===== config.mk =====
export PLATFORM = sky130hd
export DESIGN_NAME = sume_adder_flat
export DESIGN_NICKNAME = d
export VERILOG_FILES = /design/src/rtl/sume_pkg.sv /design/src/rtl/sume_if.sv /design/src/rtl/sume_fsm.sv /design/src/rtl/sume_adder.sv /design/src/flat_wrapper.sv
export SDC_FILE = /design/constraint.sdc
export NUM_CORES = 1
export LEC_CHECK = 0
export CORE_ASPECT_RATIO = 0.5
export CORE_MARGIN = 2
export CORE_UTILIZATION = 45
export DETAILED_ROUTE_END_ITERATION = 8
export PLACE_DENSITY = 0.75
export SETUP_SLACK_MARGIN = 0.5
export SLEW_MARGIN = 20
export SYNTH_ARGS = -nofsm -noshare
export SYNTH_HDL_FRONTEND = slang
export SYNTH_SLANG_ARGS = --single-unit

===== constraint.sdc =====
create_clock -name clk -period 1.83 [get_ports clk]
set_input_delay 0.183 -clock clk [delete_from_list [all_inputs] [get_ports clk]]
set_output_delay 0.183 -clock clk [all_outputs]
set_load 0.02 [all_outputs]

===== src/rtl/sume_pkg.sv =====
// Shared types and constants for the sume nibble-serial adder.
package sume_pkg;

    localparam int NIB_W      = 4;
    localparam int OP_W       = 12;
    localparam int NUM_STATES = 7;

    // S0..S2 load w1 nibbles (MS first), S3..S5 load w2 nibbles, S6 adds.
    typedef enum logic [2:0] {
        S0 = 3'd0,
        S1 = 3'd1,
        S2 = 3'd2,
        S3 = 3'd3,
        S4 = 3'd4,
        S5 = 3'd5,
        S6 = 3'd6
    } sume_state_t;

    // Successor of a state in the fixed seven-step cycle.
    function automatic sume_state_t next_state(input sume_state_t s);
        sume_state_t n;
        case (s)
            S0:      n = S1;
            S1:      n = S2;
            S2:      n = S3;
            S3:      n = S4;
            S4:      n = S5;
            S5:      n = S6;
            default: n = S0;  // S6 wraps; the unused encoding recovers to S0
        endcase
        return n;
    endfunction

endpackage


===== src/rtl/sume_if.sv =====
// Nibble input and operand/result outputs of the sume adder.
interface sume_if;
    import sume_pkg::*;

    logic [NIB_W-1:0] sample;
    logic [OP_W-1:0]  w1;
    logic [OP_W-1:0]  w2;
    logic [OP_W-1:0]  sum;

    // The nibble source drives sample and observes the registers.
    modport master (output sample, input w1, input w2, input sum);
    // The adder consumes sample and presents the registers.
    modport slave  (input sample, output w1, output w2, output sum);

endinterface


===== src/rtl/sume_fsm.sv =====
// Free-running seven-state sequencer with a one-hot state decode.
module sume_fsm
    import sume_pkg::*;
(
    input  logic                  clk,
    input  logic                  reset,
    output logic [NUM_STATES-1:0] state_oh
);

    sume_state_t state_q;
    sume_state_t state_d;

    // State register: advances every clock, cleared asynchronously.
    always_ff @(posedge clk or posedge reset) begin
        // NOTE: sequential state uses non-blocking assignments so every register samples pre-edge values.
        if (reset) begin
            state_q <= S0;
        end else begin
            state_q <= state_d;
        end
    end

    // Next-state logic: unconditional step through the cycle.
    always_comb begin
        state_d = next_state(state_q);
    end

    // Output decode: one bit per state for the datapath enables.
    always_comb begin
        // NOTE: the default assignment first keeps every path driven, so no latch is inferred.
        state_oh = '0;
        for (int i = 0; i < NUM_STATES; i++) begin
            state_oh[i] = (int'(state_q) == i);
        end
    end

endmodule


===== src/rtl/sume_adder.sv =====
// Collects two 12-bit operands one nibble per clock and registers their sum.
module sume_adder
    import sume_pkg::*;
(
    input  logic clk,
    input  logic reset,
    sume_if.slave bus
);

    logic [NUM_STATES-1:0] state_oh;
    logic [OP_W-1:0]       w1_q;
    logic [OP_W-1:0]       w2_q;
    logic [OP_W-1:0]       sum_q;

    // Nibble-write enables, one per operand nibble, from the state decode.
    logic w1_hi_en, w1_mid_en, w1_lo_en;
    logic w2_hi_en, w2_mid_en, w2_lo_en;
    logic sum_en;

    sume_fsm u_fsm (
        .clk      (clk),
        .reset    (reset),
        .state_oh (state_oh)
    );

    // Enable decode: each state owns exactly one register slice.
    always_comb begin
        w1_hi_en  = state_oh[int'(S0)];
        w1_mid_en = state_oh[int'(S1)];
        w1_lo_en  = state_oh[int'(S2)];
        w2_hi_en  = state_oh[int'(S3)];
        w2_mid_en = state_oh[int'(S4)];
        w2_lo_en  = state_oh[int'(S5)];
        sum_en    = state_oh[int'(S6)];
    end

    // Operand registers: nibbles not addressed this cycle keep their old value.
    always_ff @(posedge clk or posedge reset) begin
        if (reset) begin
            w1_q <= '0;
            w2_q <= '0;
        end else begin
            if (w1_hi_en)  w1_q[11:8] <= bus.sample;
            if (w1_mid_en) w1_q[7:4]  <= bus.sample;
            if (w1_lo_en)  w1_q[3:0]  <= bus.sample;
            if (w2_hi_en)  w2_q[11:8] <= bus.sample;
            if (w2_mid_en) w2_q[7:4]  <= bus.sample;
            if (w2_lo_en)  w2_q[3:0]  <= bus.sample;
        end
    end

    // Result register: modulo-4096 sum of the fully assembled operands.
    always_ff @(posedge clk or posedge reset) begin
        if (reset) begin
            sum_q <= '0;
        end else if (sum_en) begin
            sum_q <= w1_q + w2_q;
        end
    end

    assign bus.w1  = w1_q;
    assign bus.w2  = w2_q;
    assign bus.sum = sum_q;

endmodule


===== src/flat_wrapper.sv =====
// flat-port wrapper written by rule: the top's interface ports become plain ports
module sume_adder_flat import sume_pkg::*;
  (clk, reset, bus_sample, bus_w1, bus_w2, bus_sum);
  sume_if bus_i ();
  input  logic clk;
  input  logic reset;
  input wire logic [$bits(bus_i.sample)-1:0] bus_sample;
  output wire logic [$bits(bus_i.w1)-1:0] bus_w1;
  output wire logic [$bits(bus_i.w2)-1:0] bus_w2;
  output wire logic [$bits(bus_i.sum)-1:0] bus_sum;
  assign bus_i.sample = bus_sample;
  assign bus_w1 = bus_i.w1;
  assign bus_w2 = bus_i.w2;
  assign bus_sum = bus_i.sum;
  sume_adder u_core (.clk(clk), .reset(reset), .bus(bus_i));
endmodule

After elaboration in Yosys (flattened, before gate mapping) --
Index checks and enable logic that the tools add are counted.
Storage, ports and cells: logic and storage cells 23, output and inout port bits 36, register bits 39, input port bits 6
Operators by class: reduce and logical (&&, ||, !) cells 2, add/sub/neg operators 1, equal/unequal tests 11, multiplexer cells 1
Operators by type and width (number):
- 3-bit == test (second input constant) | 6
- 3-bit case mux with 6 select lines | 1
- 12-bit adder | 1
- 3-bit by 2-bit == test with 1-bit output (second input constant) | 4
- 3-bit logical NOT | 2
- 3-bit by 1-bit == test with 1-bit output (second input constant) | 1

Logic depth before layout (Yosys ltp) --
depth after elaboration 2, depth in mapped cells 7, gate-level depth less buffers 7

By module --
Synthesis repeated with hierarchy kept, for this count alone.
Second synthesis, totals: cells, all modules 179, area, all modules 2102.0 µm²
By module, submodules not included:
- sume_adder | cells an instance 160, area each 1906.8 µm², times used 1, seq. area each 900.9 µm²
- sume_fsm | cells an instance 19, area each 195.2 µm², times used 1, seq. area each 75.1 µm²

Worst setup path after synthesis --
No wires, ideal clock.
path type reg-to-reg, start register u_core.w2_q[0], in the netlist u_core.bus.w2[0], end register u_core.sum_q[10], in the netlist u_core.bus.sum[10], arrival time 1.835 ns, stages on the path, launching flop included 8, setup time 0.132 ns, data required time 1.698 ns, path buffers 0, setup slack -0.137 ns, path through dfrtp_1 ha_1 fa_1 a21o_1 a31oi_1 o31ai_1 xnor2_1 o21ai_1
Between the ends: longest elaborated chain between the ends 1
Ends and longest elaborated chain:
- start: declaration | RTL line sume_adder.sv:12 | logic [OP_W-1:0] w2_q;
- start signal: assignment | RTL line sume_adder.sv:48 | if (w2_lo_en) w2_q[3:0] <= bus.sample;
- 12-bit adder | RTL line sume_adder.sv:57 | sum_q <= w1_q + w2_q;
- end signal: assignment | RTL line sume_adder.sv:57
- end: declaration | RTL line sume_adder.sv:13 | logic [OP_W-1:0] sum_q;
Every way passes these cells. A chain may end at the register's enable or synchronous reset.

Worst setup path after layout --
start register u_core.w1_q[0], in the netlist u_core.bus.w1[0], end register u_core.sum_q[4], in the netlist u_core.bus.sum[4]
Between the ends: longest elaborated chain between the ends 1
Ends and longest elaborated chain:
- start: declaration | RTL line sume_adder.sv:11 | logic [OP_W-1:0] w1_q;
- start signal: assignment | RTL line sume_adder.sv:45 | if (w1_lo_en) w1_q[3:0] <= bus.sample;
- 12-bit adder | RTL line sume_adder.sv:57
Every way passes these cells.

==> results.json <==
{
  "gr-total-overflow": 0,
  "pin_count": 42,
  "syn_to_final_growth_pct": 49.1,
  "fin_ws_ps": 18.8,
  "drc_errors": 0,
  "synth_area_um2": 1900,
  "place_hpwl_um": 3130,
  "leakagePower_nw": 1.25,
  "grt.total_usage": 0.206,
  "drive_gt1_frac": 0.445,
  "rsz0062_at_grt": "true",
  "cts_buffers": 5,
  "cts_sinks": 39,
  "path_max_fanout": 3,
  "root_buffer": "clkbuf_8",
  "gp_congestion": 0.793,
  "tns_ps": 0,
  "grt_max_degree": 40,
  "antenna_found_initial": 0,
  "synth_cell_types": 35,
  "setup_violations": 0,
  "antenna_cells": 0,
  "grt_pass1_vias": 1355,
  "clk_pin_slew_ps": 80,
  "arrival_ps": 1990,
  "final_common_cell": "dlygate4sd2_1",
  "min_period_ps": 1810,
  "hold_viol": 0,
  "insertion_delay_ps": 300,
  "finalClockSkew_ps": 5.87,
  "maxCapViolCount": 0,
  "cts.path.max_buffers": 2,
  "path_class": "register to register",
  "ir_worst_vdd_mv": 0.371,
  "critPathSlowestCell": "dfrtp_2",
  "numPortBuffers": 41,
  "powerDensity_nw_per_um2": 766,
  "cts-hold-fix-buffers": 0,
  "ys.warnings.count": 0,
  "ant_nets": 0,
  "wire_per_inst_um": 16.9,
  "rows": 16,
  "num_vias": 1471,
  "max_slew_margin": 0.682,
  "h-tree-depth": 2,
  "cp_num_buf_inv": 0,
  "fmax_mhz": 552,
  "critPathMaxStageDelay_ps": 430,
  "slew_violations": 0,
  "fp.dieArea_um2": 4790,
  "synth_seq_cells": 39,
  "ys_seq_area_frac": 0.513,
  "syn_inst": 155,
  "worstPathRequired_ps": 2010,
  "via_per_inst": 5.37,
  "totalWireLength_um": 4640,
  "die_h_um": 50.0,
  "end_kind": "register",
  "drt_iter0_drc": 69,
  "start_util": 0.477,
  "nNetsFinal": 237,
  "final_cell_mix": "dlygate4sd2_1 (33), dfrtp_1 (25), mux2_2 (17)",
  "drt_pass1_iterations": 4,
  "finalCritPeriodShare": 0.990,
  "worst_pin_slew_ps": 477,
  "startpoint_type": "register",
  "cts_tree": "done",
  "status": "finished, final reports clean",
  "syn_nets": 173,
  "syn_area_per_cell_um2": 12.3,
  "core_area_um2": 3980,
  "crit_family": "adder cells",
  "hold_ws_ps": 292,
  "grt_pass1_wl_um": 7030,
  "dp_worst_setup_slack_ps": 33.9,
  "die-width_um": 95.9,
  "hp-class": "input port to async pin",
  "cp_cell_sequence": "ha_4 -> fa_2 -> a21o_1 -> a21oi_1 -> xor2_1 -> o21ai_0"
}
stage by stage:
stage | power [W] | util | instances | instance area [um^2]
4_1_cts | 0.00216 | 0.682 | 268 | 2720
6_report | 0.00217 | 0.712 | 274 | 2840
3_5_place_dp | 0.00159 | 0.640 | 252 | 2550
5_1_grt | 0.00229 | 0.712 | 274 | 2840
3_3_place_gp | 0.00158 | 0.640 | 252 | 2550
2_1_floorplan | 0.00135 | - | 155 | 2050
what timing repair did:
action | in CTS | in global routing
pin swaps | 1 | 16
endpoints found under the setup margin | 65 | 36
gates cloned | 0 | 0
setup buffers | 8 | 6
gates resized for setup | 54 | 21
Yosys cell counts, drive strengths merged:
cell	number	area, um^2
a31oi	2	12.5
fa	1	20.0
a211o	1	8.76
clkbuf	3	11.3
dfrtp	39	976
a41oi	1	8.76
or2	1	6.26
nor3	2	15.0
mux2	26	293
ha	11	138
o31ai	3	22.5
a31o	1	8.76
nor3b	1	12.5
a21o	4	30.0
nand2b	2	12.5
inv	2	7.51
nand4	1	6.26
and4	1	8.76
a21oi	8	40.0
o21a	1	7.51
nand2	14	52.6
o211ai	2	20.0
o21ai	11	58.8
xnor2	7	61.3
a211oi	1	7.51
nand3b	1	7.51
nand3	1	5.00
xor2	3	26.3
and3	1	6.26
nor2	3	11.3
logic make-up after synthesis:
kind of cell             Yosys count  share of synthesized area
AND/OR/NAND/NOR                   28                     0.0757
flip-flops                        39                      0.513
multiplexers                      26                      0.154
buffers and inverters              5                    0.00987
adder cells (fa/ha/maj)           12                     0.0829
XOR/XNOR                          10                     0.0461
AO/OA/AOI/OAI                     35                      0.118
sequential cells by signal (all words and copies together), names as in the netlist:
| name | flops |
|---|---|
| u_core.bus.sum | 12 |
| u_core.bus.w1 | 12 |
| u_core.bus.w2 | 12 |
| u_core.u_fsm.state_q | 3 |
power by group:
group / switching, W / internal (W) / total (W) / leakage [nW]
sequential: 0.0000594 / 0.000944 / 0.00100 / 0.446
combinational: 0.000303 / 0.000261 / 0.000564 / 0.759
clock: 0.000301 / 0.000304 / 0.000605 / 0.0482
total: 0.000664 / 0.00151 / 0.00217 / 1.25
metal layers:
layer | GRT usage | vias up | share of wire
li1 | - | 693 | -
met1 | 0.288 | 730 | 0.48
met2 | 0.304 | 39 | 0.45
met3 | 0.0505 | 9 | 0.044
met4 | 0.0857 | 0 | 0.022
met5 | 0 | - | 0
worst paths after layout:
check | start | to | slack [ps] | depth (start not counted)
max in group asynchronous | reset | u_core.bus.w1[8] | 1170 | 3
worst min-delay path | reset | u_core.bus.sum[6] | 290 | 3
worst min register to register | u_core.bus.sum[2] | u_core.bus.sum[2] | 480 | 2
worst max register to register | u_core.bus.w1[0] | u_core.bus.sum[4] | 20 | 6
worst max-delay path | u_core.bus.w1[0] | u_core.bus.sum[4] | 20 | 6
min in group clk | u_core.bus.sum[2] | u_core.bus.sum[2] | 480 | 2
worst min-delay path, cell delays in order:
cell,delay [ps]
clkdlybuf4s50_1,400
inv_1,50
buf_4,400
final cells by class:
type	instances	area, um^2
fillers	275	1150
multi-input cells	111	1150
flip-flops and latches	39	993
repair buffers	60	529
clock buffers	7	86.3
well taps	54	67.6
inverters	2	7.51
clock inverters	1	5.00
No activity file was read; power rests on OpenSTA's default activity.
